`src/rtl/mips_alu_pkg.sv`:
```
// mips_alu_pkg: operation codes and FSM states shared by the multi-cycle MIPS ALU.
package mips_alu_pkg;
    localparam logic [3:0] ALU_AND   = 4'd0;
    localparam logic [3:0] ALU_OR    = 4'd1;
    localparam logic [3:0] ALU_ADD   = 4'd2;
    localparam logic [3:0] ALU_SUB   = 4'd6;
    localparam logic [3:0] ALU_SLT   = 4'd7;
    localparam logic [3:0] ALU_MULTU = 4'd8;
    localparam logic [3:0] ALU_DIVU  = 4'd9;
    localparam logic [3:0] ALU_NOR   = 4'd12;

    typedef enum logic [1:0] {IDLE, MUL, DIV} state_t;
endpackage

```
`src/rtl/mips_muldiv_seq.sv`:
```
// mips_muldiv_seq: iterative shift-add multiplier / restoring divider, one bit per step.
module mips_muldiv_seq #(
    parameter int WIDTH = 32
) (
    input  logic             clock,
    input  logic             reset,
    input  logic             load,
    input  logic             is_div,
    input  logic             step,
    input  logic [WIDTH-1:0] A,
    input  logic [WIDTH-1:0] B,
    output logic [WIDTH-1:0] hi,
    output logic [WIDTH-1:0] lo,
    output logic             last
);
    localparam int CNT_W = $clog2(WIDTH) + 1;

    logic [WIDTH-1:0] acc, sh, dvs;
    logic [CNT_W-1:0] cnt;
    logic [WIDTH:0]   sum, rem;
    logic             ge;

    // hi/lo are the post-step values, so the top can capture the final result on the last edge
    always_comb begin
        sum  = {1'b0, acc} + (sh[0] ? {1'b0, dvs} : '0);
        rem  = {acc, sh[WIDTH-1]};
        ge   = rem >= {1'b0, dvs};
        hi   = is_div ? (ge ? rem[WIDTH-1:0] - dvs : rem[WIDTH-1:0]) : sum[WIDTH:1];
        lo   = is_div ? {sh[WIDTH-2:0], ge} : {sum[0], sh[WIDTH-1:1]};
        last = cnt == CNT_W'(WIDTH - 1);
    end

    always_ff @(posedge clock or posedge reset) begin
        if (reset) begin
            acc <= '0;
            sh  <= '0;
            dvs <= '0;
            cnt <= '0;
        end else if (load) begin
            acc <= '0;
            sh  <= A;
            dvs <= B;
            cnt <= '0;
        end else if (step) begin
            acc <= hi;
            sh  <= lo;
            cnt <= cnt + 1'b1;
        end
    end
endmodule

```
`src/rtl/mips_alu_mc.sv`:
```
// mips_alu_mc: multi-cycle MIPS ALU with registered outputs and start/busy/done handshake.
module mips_alu_mc
    import mips_alu_pkg::*;
#(
    parameter int WIDTH = 32
) (
    input  logic             clock,
    input  logic             reset,
    input  logic             start,
    input  logic [3:0]       ALUctl,
    input  logic [WIDTH-1:0] A,
    input  logic [WIDTH-1:0] B,
    output logic [WIDTH-1:0] out,
    output logic [WIDTH-1:0] out_hi,
    output logic             Zero,
    output logic             Overflow,
    output logic             div_by_zero,
    output logic             busy,
    output logic             done
);
    state_t           state;
    logic [WIDTH-1:0] sum, dif, res, hi, lo;
    logic             ovf, last, iter, load;

    always_comb begin
        sum  = A + B;
        dif  = A - B;
        res  = (ALUctl == ALU_AND) ? A & B :
               (ALUctl == ALU_OR)  ? A | B :
               (ALUctl == ALU_ADD) ? sum :
               (ALUctl == ALU_SUB) ? dif :
               (ALUctl == ALU_SLT) ? {{(WIDTH-1){1'b0}}, $signed(A) < $signed(B)} :
               (ALUctl == ALU_NOR) ? ~(A | B) : '0;
        ovf  = (ALUctl == ALU_ADD) ? (A[WIDTH-1] == B[WIDTH-1]) && (sum[WIDTH-1] != A[WIDTH-1]) :
               (ALUctl == ALU_SUB) ? (A[WIDTH-1] != B[WIDTH-1]) && (dif[WIDTH-1] != A[WIDTH-1]) : 1'b0;
        iter = (ALUctl == ALU_MULTU) || (ALUctl == ALU_DIVU && B != '0);
        load = state == IDLE && start && iter;
    end

    mips_muldiv_seq #(.WIDTH(WIDTH)) u_seq (
        .clock(clock), .reset(reset), .load(load), .is_div(state == DIV),
        .step(state != IDLE), .A(A), .B(B), .hi(hi), .lo(lo), .last(last)
    );

    always_ff @(posedge clock or posedge reset) begin
        if (reset) begin
            state       <= IDLE;
            out         <= '0;
            out_hi      <= '0;
            Zero        <= 1'b0;
            Overflow    <= 1'b0;
            div_by_zero <= 1'b0;
            busy        <= 1'b0;
            done        <= 1'b0;
        end else begin
            done <= 1'b0;
            case (state)
                IDLE: if (start) begin
                    if (iter) begin
                        state <= (ALUctl == ALU_DIVU) ? DIV : MUL;
                        busy  <= 1'b1;
                    end else if (ALUctl == ALU_DIVU) begin
                        out         <= '1;
                        out_hi      <= A;
                        Zero        <= 1'b0;
                        Overflow    <= 1'b0;
                        div_by_zero <= 1'b1;
                        done        <= 1'b1;
                    end else begin
                        out         <= res;
                        out_hi      <= '0;
                        Zero        <= res == '0;
                        Overflow    <= ovf;
                        div_by_zero <= 1'b0;
                        done        <= 1'b1;
                    end
                end
                default: if (last) begin
                    state       <= IDLE;
                    out         <= lo;
                    out_hi      <= hi;
                    Zero        <= lo == '0;
                    Overflow    <= 1'b0;
                    div_by_zero <= 1'b0;
                    busy        <= 1'b0;
                    done        <= 1'b1;
                end
            endcase
        end
    end
endmodule

```
`config.mk`:
```
export PLATFORM = sky130hd
export DESIGN_NAME = mips_alu_mc
export DESIGN_NICKNAME = d
export VERILOG_FILES = /design/src/rtl/mips_alu_pkg.sv /design/src/rtl/mips_muldiv_seq.sv /design/src/rtl/mips_alu_mc.sv
export SDC_FILE = /design/constraint.sdc
export NUM_CORES = 1
export LEC_CHECK = 0
export ABC_AREA = 1
export CORE_MARGIN = 1
export CORE_UTILIZATION = 49
export CTS_BUF_LIST = sky130_fd_sc_hd__clkbuf_16
export DETAILED_ROUTE_END_ITERATION = 16
export GPL_ROUTABILITY_DRIVEN = 1
export PLACE_DENSITY = 0.71
export SYNTH_ARGS = -nofsm -noshare
export SYNTH_HDL_FRONTEND = slang
export SYNTH_SLANG_ARGS = --single-unit
```
`constraint.sdc`:
```
create_clock -name clock -period 6.3 [get_ports clock]
set_clock_uncertainty 0.05 [all_clocks]
set_input_delay 1.575 -clock clock [delete_from_list [all_inputs] [get_ports clock]]
set_output_delay 1.575 -clock clock [all_outputs]
set_load 0.01 [all_outputs]
```
# Yosys cells after proc, flatten, opt, wreduce, memory -nomap -nowiden
# Index checks and enable logic that the tools add are counted.
[totals]
regBits = 173
[op_classes]
n_eq_ne = 16
muxes = 54
bitwise = 3
order_cmp = 2
n_reduce_logical = 16
addsub = 5
[ops]
columns = ["operator", "count"]
rows = [
  ["2-to-1 mux 32 bit", 24],
  ["logical NOT 32 bit", 2],
  ["subtractor 32 bit", 2],
  ["adder 32 x 33 -> 33 bit", 1],
  ["greater-or-equal comparator 33 x 32 -> 1 bit", 1],
  ["adder 32 bit", 1],
  ["AND 32 bit", 1],
  ["< comparator 32 bit", 1],
  ["NOT 32 bit", 1],
  ["bitwise OR 32 bit", 1],
  ["nonzero test 32 bit", 1],
  ["2-to-1 mux 1 bit", 23],
  ["equality test 4 bit (second input constant)", 3],
  ["2-to-1 mux 6 bit", 2],
  ["2-to-1 mux 2 bit", 5],
  ["equality test 4 x 3 -> 1 bit (second input constant)", 2],
  ["adder 6 x 1 -> 6 bit (second input constant)", 1],
  ["equality test 6 x 5 -> 1 bit (second input constant)", 1],
  ["!= test 2 bit (second input constant)", 3],
  ["AND reduction 3 bit", 2],
  ["nonzero test 2 bit", 3],
  ["logical AND 1 bit", 5],
  ["equality test 4 x 1 -> 1 bit (second input constant)", 1],
  ["equality test 4 x 2 -> 1 bit (second input constant)", 1],
  ["other kinds (6)", 8],
]

# Depth between registers and ports, before layout
# Gate-level depths: netlist of the first run.
[depth]
ltp_word = 13
ltp_mapped = 24
depth_no_buf = 23

# Cells and area by module
# Synthesis of the first run repeated with hierarchy kept, for this count alone.
[unflattened]
cells_unflattened = 3510
area_unflattened_um2 = 20235.7
[modules_own_cells]
columns = ["module", "area_per_inst_um2", "n_inst", "cells_per_inst"]
rows = [
  ["mips_muldiv_seq", 10266.1, 1, 1737],
  ["mips_alu_mc", 9969.6, 1, 1773],
]

# Worst setup path before layout of the first run
# Ideal clock, no wire load.
[synth_timing]
path_kind = "input-to-reg"
start = "input A[0]"
end = "register Zero"
t_arrival_ns = 3.593
path_buffers = 0
setup_slack_ns = 2.584
stages = 20
cell_sequence = "ha_1 -> inv_1 -> fa_1 -> inv_1 -> nand3_1 -> nand2_2 -> nand2_1 -> nand2_1 -> nand2_1 -> nand2_1 -> nand2_1 -> nand3_1 -> nand3_1 -> nor3_1 -> nand3_1 -> nor2_1 -> nand3_1 -> nor2_1 -> nand3_1 -> a21oi_2"
[synth_via]
elab_chain_len = 13
elab_cells_between_ends = 17
classes_between = "2 x add/sub; 1 x order compare; 10 x mux; 3 x bitwise; 1 x reduce/logical"
[synth_rtl]
columns = ["item", "line_no", "source"]
rows = [
  ["start: declaration", "mips_alu_mc.sv:11", "input logic [WIDTH-1:0] A,"],
  ["branches (longest 7 deep; another with < comparator 32 bit)", "--", ""],
  ["2-to-1 mux 32 bit *", "mips_alu_mc.sv:28", "res = (ALUctl == ALU_AND) ? A & B :"],
  ["logical NOT 32 bit *", "mips_alu_mc.sv:72", "Zero <= res == '0;"],
  ["2-to-1 mux 1 bit *", "mips_alu_mc.sv:62", "end else if (ALUctl == ALU_DIVU) begin"],
  ["2-to-1 mux 1 bit *", "mips_alu_mc.sv:59", "if (iter) begin"],
  ["2-to-1 mux 1 bit *", "mips_alu_mc.sv:58", "IDLE: if (start) begin"],
  ["2-to-1 mux 1 bit *", "mips_alu_mc.sv:57", "case (state)"],
  ["end signal: assignment", "mips_alu_mc.sv:65", "Zero <= 1'b0;"],
  ["end signal: assignment", "mips_alu_mc.sv:72", ""],
  ["end signal: assignment", "mips_alu_mc.sv:82", "Zero <= lo == '0;"],
  ["end: declaration", "mips_alu_mc.sv:15", "output logic Zero,"],
]
# Mark *: on every way between the ends. The select of a mux whose other input is x is not followed.
# A chain may end at the register's enable or synchronous reset.

# Worst setup path after layout of the first run
# Ends and elaborated chain as after synthesis.

==> results of run 1 <==
## cell usage after synthesis (all sizes together) (24+ instances only)
cell and n:
inv 455, o21ai 236, nor3 37, nand4 59
nand3 203, nor2 252, buf 50, nand2 819
o211ai 24, dfrtp 173, a21oi 192, clkbuf 52
o221ai 32, a22oi 32, or2 39, ha 161
## registers in the layout, summed over array words and instances, names as in the netlist
| signal | count |
|---|---|
| u_seq.sh | 32 |
| u_seq.acc | 32 |
| busy | 1 |
| state | 2 |
| u_seq.dvs | 32 |
| out | 32 |
| Overflow | 1 |
| done | 1 |
| Zero | 1 |
| u_seq.cnt | 6 |
| div_by_zero | 1 |
| out_hi | 32 |
## cell type report
class / instances / area, um2
tap: 511 / 639
multi-input combinational: 2216 / 12100
sequential: 173 / 4330
clock buffer: 17 / 425
inverter: 461 / 1740
timing repair buffer: 162 / 1590
fill: 3875 / 16600
clock inverter: 15 / 186
## metal layers
layer  wire length, um  vias up  GRT usage (%)
met3              7420      214           7.05
met5                 0        -              0
met1             32800     9845           54.0
met2             32200     1244           59.3
li1                  -     9805              -
met4              4480        0           20.7
## cell usage in the layout (no fill, tap or decap), drive strengths merged, types with 2 or more instances in the layout
cell	Yosys	layout
o221ai	32	32
a22oi	32	32
a221oi	5	5
nor3	37	37
dfrtp	173	173
buf	50	23
o21bai	16	16
o211ai	24	24
or2	39	39
nor2	252	252
o21ai	236	236
nand2	819	819
a32oi	5	5
clkbuf	52	17
a22o	9	9
nand4	59	59
nor3b	2	2
a21oi	192	192
ha	161	161
clkdlybuf4s50	0	139
a21boi	4	4
xnor2	16	16
a21o	13	13
inv	455	459
bufinv	0	3
a31oi	9	9
nor4	13	13
nand3b	4	4
o21a	4	4
clkinv	6	10
fa	4	4
clkinvlp	0	4
mux2i	6	6
nand3	203	203
xor2	14	14
## report_power, final
part           internal, mW  switching [mW]
Combinational          1.89            3.51
Clock                 0.632           0.517
Sequential             1.58           0.487
## per-stage QoR
stage          worst slack [ns]  instance area (um2)  hold slack (ns)  power, mW  utilization, %
2_1_floorplan              2.46                18700            0.409       5.55               -
3_3_place_gp              0.928                20400            0.410       7.22            54.3
3_5_place_dp              0.976                20400            0.412       7.28            54.3
4_1_cts                    1.43                21000            0.431       8.46            55.9
5_1_grt                    1.06                21000            0.455       9.19            55.9
6_report                   1.26                21000            0.429       8.61            55.9
## path summary, 6_finish.rpt
check | cells after the start | slack (ns) | endpoint
setup / recovery | 21 | 1.26 | Zero
max in group asynchronous | 3 | 3.57 | out[26]
hold / removal | 2 | 0.43 | div_by_zero
setup reg to reg | 14 | 2.43 | Zero
min in group asynchronous | 2 | 1.38 | out_hi[5]
hold reg to reg | 2 | 0.43 | div_by_zero
## cell families after synthesis
family                   count (synthesis)  synth area share, %
AND/OR/NAND/NOR                       1429                 33.3
buffers and inverters                  563                 12.1
AO/OA/AOI/OAI                          585                 18.4
multiplexers                             7                0.382
adder cells (fa/ha/maj)                165                 11.2
XOR/XNOR                                30                 1.41
flip-flops                             173                 23.2
## tightest hold or removal path, stage by stage, from the launching register on
cell	delay, ns
dfrtp_1	0.35
nand2_1	0.05
nand2_1	0.05
==> impl_metrics.toml, run 1 <==
[status]
status = "complete, no violations"

[min_path]
hp-class = "reg2reg"
hold_start = "div_by_zero"

[route]
post_drt_wl_per_cell_um = 21.6
dr.pass1.iters = 6
route.detailed.drc = 0
via_per_inst = 5.94
first_iter_violations = 2606
ant_nets = 0
wl_mm = 76.9
vias = 21100

[worst_setup_path]
crit_family = "simple AND/OR/NAND/NOR gates"
r2r-start = "state[0]"
critPathLaunchType = "primary input"
startpoint = "A[0]"
critical_path.max_fanout = 5
crit_top_cell = "nand2_1"
required_ns = 6.63
worstPathArrival_ns = 5.37
crit_type = "in2reg"
slowest_stage = "clkdlybuf4s50_1"
slowest_delay_ns = 0.55
crit_path_cell_trace = "clkdlybuf4s50_1 > ha_1 > inv_1 > fa_1 > inv_1 > nand3_1 > nand2_2 > nand2_1 > nand2_2 > nand2_1 > nand2_1 > nand2_1 > nand3_1 > nand4_1 > nor2_1 > nand2_1 > nor3_1 > nand2_1 > nor2_1 > nand3_1 > a21oi_2"
worst-path-buf-inv = 3
endpoint_kind = "flip-flop"

[die]
core-area_mm2 = 0.0376
die_y_um = 197
fp-row-count = 71
die_w_um = 197
top_level_ports = 140
start_util_pct = 49.7
dieArea_mm2 = 0.0389

[clocking]
clkTransAtPathRegs_ns = 0.08
htree_levels = 4
cts_tree = "built"
cts.path.max_buffers = 2
clkLatencyLatePin_ns = 0.45
cts_buffers = 17
cts_resized = 0
root_buffer = "clkbuf_16"
cts_sinks = 173
hold_buffers = 0
cts_setup_buffers = 0

[logic_synthesis]
synth_top_flop_cell = "dfrtp_1"
ys_ff_latch = 173
synth_cell_types = 61
ys_top_cells_by_area = "dfrtp_1 23%, nand2_1 16%, ha_1 11%, inv_1 8.4%, nand3_1 5.3%"
synth_cells = 2952
syn-num-nets = 3188
synth_edf_count = 0
yosysSeqAreaShare_pct = 23.2
syn_area_mm2 = 0.0187
yosys_warnings = 0
async_flop_share_pct = 100
synth.top_cell.area_share_pct = 23.2
syn_area_per_cell_um2 = 6.33
yosysTopAreaCell = "dfrtp_1"

[sta]
hold_viol_final = 0
setup_tns_ns = 0
fin_crit_ns = 5.04
worst_pin_slew_ns = 1.01
slew_headroom_pct = 32.3
setup_viol = 0
fmaxAchievable_mhz = 199
rsz0062_at_grt = "no"
report.final.slew_viol_count = 0
period_share_pct = 79.9

[grt]
grt_overflow = 0
grt_pass1_wl_mm = 116
grt_antenna_before_repair = 0
grt_max_degree = 166
first_global_vias = 19700
grt_usage_pct = 39.5

[job]
max_cap_violations = 0

[layout]
final-instance-count-excl-fill = 3555
nNetsFinal = 3267
areaGrowthSynthToFinish_pct = 12.5
diodes = 0
drive_gt1_share_pct = 7.13

[place]
dp_cells = 3523
gp_congestion = 1.05
place.port_buffers = 139
hpwlAfterDp_mm = 61.4

[power_and_ir_drop]
ir_drop_uv = 335
cellPowerDensity_mw_per_mm2 = 410
leakage_nw = 10.9
Power figures use the tool's default switching activity.
==> inputs of run 2 (changes only) <==
clock period = 4.3 ns   (was 6.3 ns; I/O delays follow)
==> run 2 against run 1 <==
Compared with the run above:
- routed wire length rose by 7.9%
- sequential power rose by 45%
- combinational power rose by 56%
- clock power rose by 47%
- count of clock-buffer cells in the layout did not move
- critical path depth fell by 1
- setup slack got worse by 1.1 ns
- non-clock buffer count rose by 271
- largest cell class unchanged
==> impl_metrics.toml, run 2 (synthesis results as in run 1) <==
[sta]
period_share_pct = 96.9
fin_crit_ns = 4.17
hold_viol_final = 0
slew_headroom_pct = 50.3
report.final.slew_viol_count = 0
setup_viol = 0
worst_pin_slew_ns = 0.739
setup_tns_ns = 0
fmaxAchievable_mhz = 240

[power_and_ir_drop]
p_total_mw = 13.1
leakage_nw = 12.2
combPwrFrac_pct = 64.2
pwr-share-clk_pct = 12.9
seq_power_share_pct = 22.9
swShare_pct = 51.7
switching_power_mw = 6.77
intPower_mw = 6.32
cellPowerDensity_mw_per_mm2 = 565
ir_drop_uv = 405

[grt]
grt_antenna_before_repair = 1
grt_pass1_wl_mm = 124
first_global_vias = 21100
grt_max_degree = 82
grt_overflow = 0
grt_usage_pct = 42.8

[layout]
final_cell_mix = "788 x nand2_1, 419 x inv_1, 284 x buf_4"
mostFrequentLayoutCell = "nand2_1"
areaGrowthSynthToFinish_pct = 24.0
final_area_mm2 = 0.0232
nNetsFinal = 3538
diodes = 0
drive_gt1_share_pct = 15.0
final_util_pct = 61.7

[status]
status = "complete, no violations"

[worst_setup_path]
required_ns = 4.63
crit_path_cell_trace = "clkdlybuf4s50_1 > inv_1 > ha_1 > nor2_1 > buf_4 > nand2_1 > nor2_1 > and2_1 > nand2_1 > nand3_1 > nand2_1 > nand3_1 > nand2_1 > nor2_1 > nand3_1 > nor2_1 > nand3_1 > nor2_1 > nand3_1 > a21oi_2"
slowest_delay_ns = 0.57
crit_type = "in2reg"
worstPathArrival_ns = 4.50
r2r-start = "u_seq.dvs[14]"
slowest_stage = "clkdlybuf4s50_1"
endpoint_kind = "flip-flop"
reg2reg_slack_ns = 0.46
critical_path.max_fanout = 6
crit_family = "simple AND/OR/NAND/NOR gates"
r2r-end = "u_seq.acc[8]"
r2r_cells = 13
worst-path-buf-inv = 3
critPathLaunchType = "primary input"

[place]
hpwlAfterDp_mm = 67.8
place.port_buffers = 139
gp_congestion = 1.07
postPlaceCellArea_mm2 = 0.0225

[die]
dieArea_mm2 = 0.0389
top_level_ports = 140
die_w_um = 197
die_y_um = 197
start_util_pct = 49.7
core-area_mm2 = 0.0376
fp-row-count = 71

[route]
dr.pass1.iters = 6
vias = 22300
wl_mm = 83.0
ant_nets = 0
first_iter_violations = 2399
post_drt_wl_per_cell_um = 21.7
via_per_inst = 5.83
route.detailed.drc = 0

[clocking]
root_buffer = "clkbuf_16"
clkTransAtPathRegs_ns = 0.07
cts_sinks = 173
cts_buffers = 17
cts.path.max_buffers = 2
hold_buffers = 0
cts_tree = "built"
clkLatencyLatePin_ns = 0.45
htree_levels = 4

[min_path]
hold_start = "out[19]"
whs_endpoint = "out[19]"
min_path_cells = 1
hp-class = "reg2reg"

[job]
max_cap_violations = 0
==> run 2: metal layers <==
layer,up-vias,track usage (%),part of all wire (%)
met5,-,0,0
met4,0,22.5,6.1
met3,241,9.01,11
met2,1363,64.4,42
met1,10300,57.4,42
li1,10400,-,-
==> run 2: power groups by stage <==
stage	registers (mW)	clock network, mW	logic [mW]
after global routing	3.04	1.75	9.15
after detailed placement	2.98	0	8.10
after floorplan	2.84	0	5.29
after CTS	2.97	1.68	8.17
final	3.00	1.69	8.40
after global placement	2.97	0	7.96
==> run 2: layout make-up <==
class	instances	area (um2)
Clock inverter	15	183
Multi-Input combinational cell	2216	12100
Sequential cell	173	4330
Clock buffer	17	425
Fill cell	3588	14400
Inverter	461	1740
Tap cell	511	639
Timing Repair Buffer	433	3720
==> run 2: worst max-delay path by stage <==
stage	from	to	slack (ns)	cells past startpoint
3_5_place_dp	A[2]	Zero	-0.41	21
3_3_place_gp	A[2]	Zero	-0.37	21
5_1_grt	A[2]	Zero	-0.03	21
6_report	A[20]	Zero	0.13	20
2_1_floorplan	reset	Overflow	0.96	1
4_1_cts	A[2]	Zero	0.02	21
==> run 2: metrics by stage <==
stage | instances | hold WS, ns | worst slack (ns)
floorplan | 2952 | 0.409 | 0.964
global placement | 3794 | 0.414 | -0.373
detailed placement | 3794 | 0.418 | -0.406
CTS | 3826 | 0.440 | 0.0241
global route | 3826 | 0.458 | -0.0250
finish | 3826 | 0.438 | 0.132
==> run 2: timing repair <==
| item | 4_1_cts | 5_1_grt |
|---|---|---|
| buffers inserted | 0 | 0 |
| setup endpoints to repair | 0 | 1 |
| gates resized for setup | 0 | 8 |
| endpoints found under the hold margin | 0 | 0 |
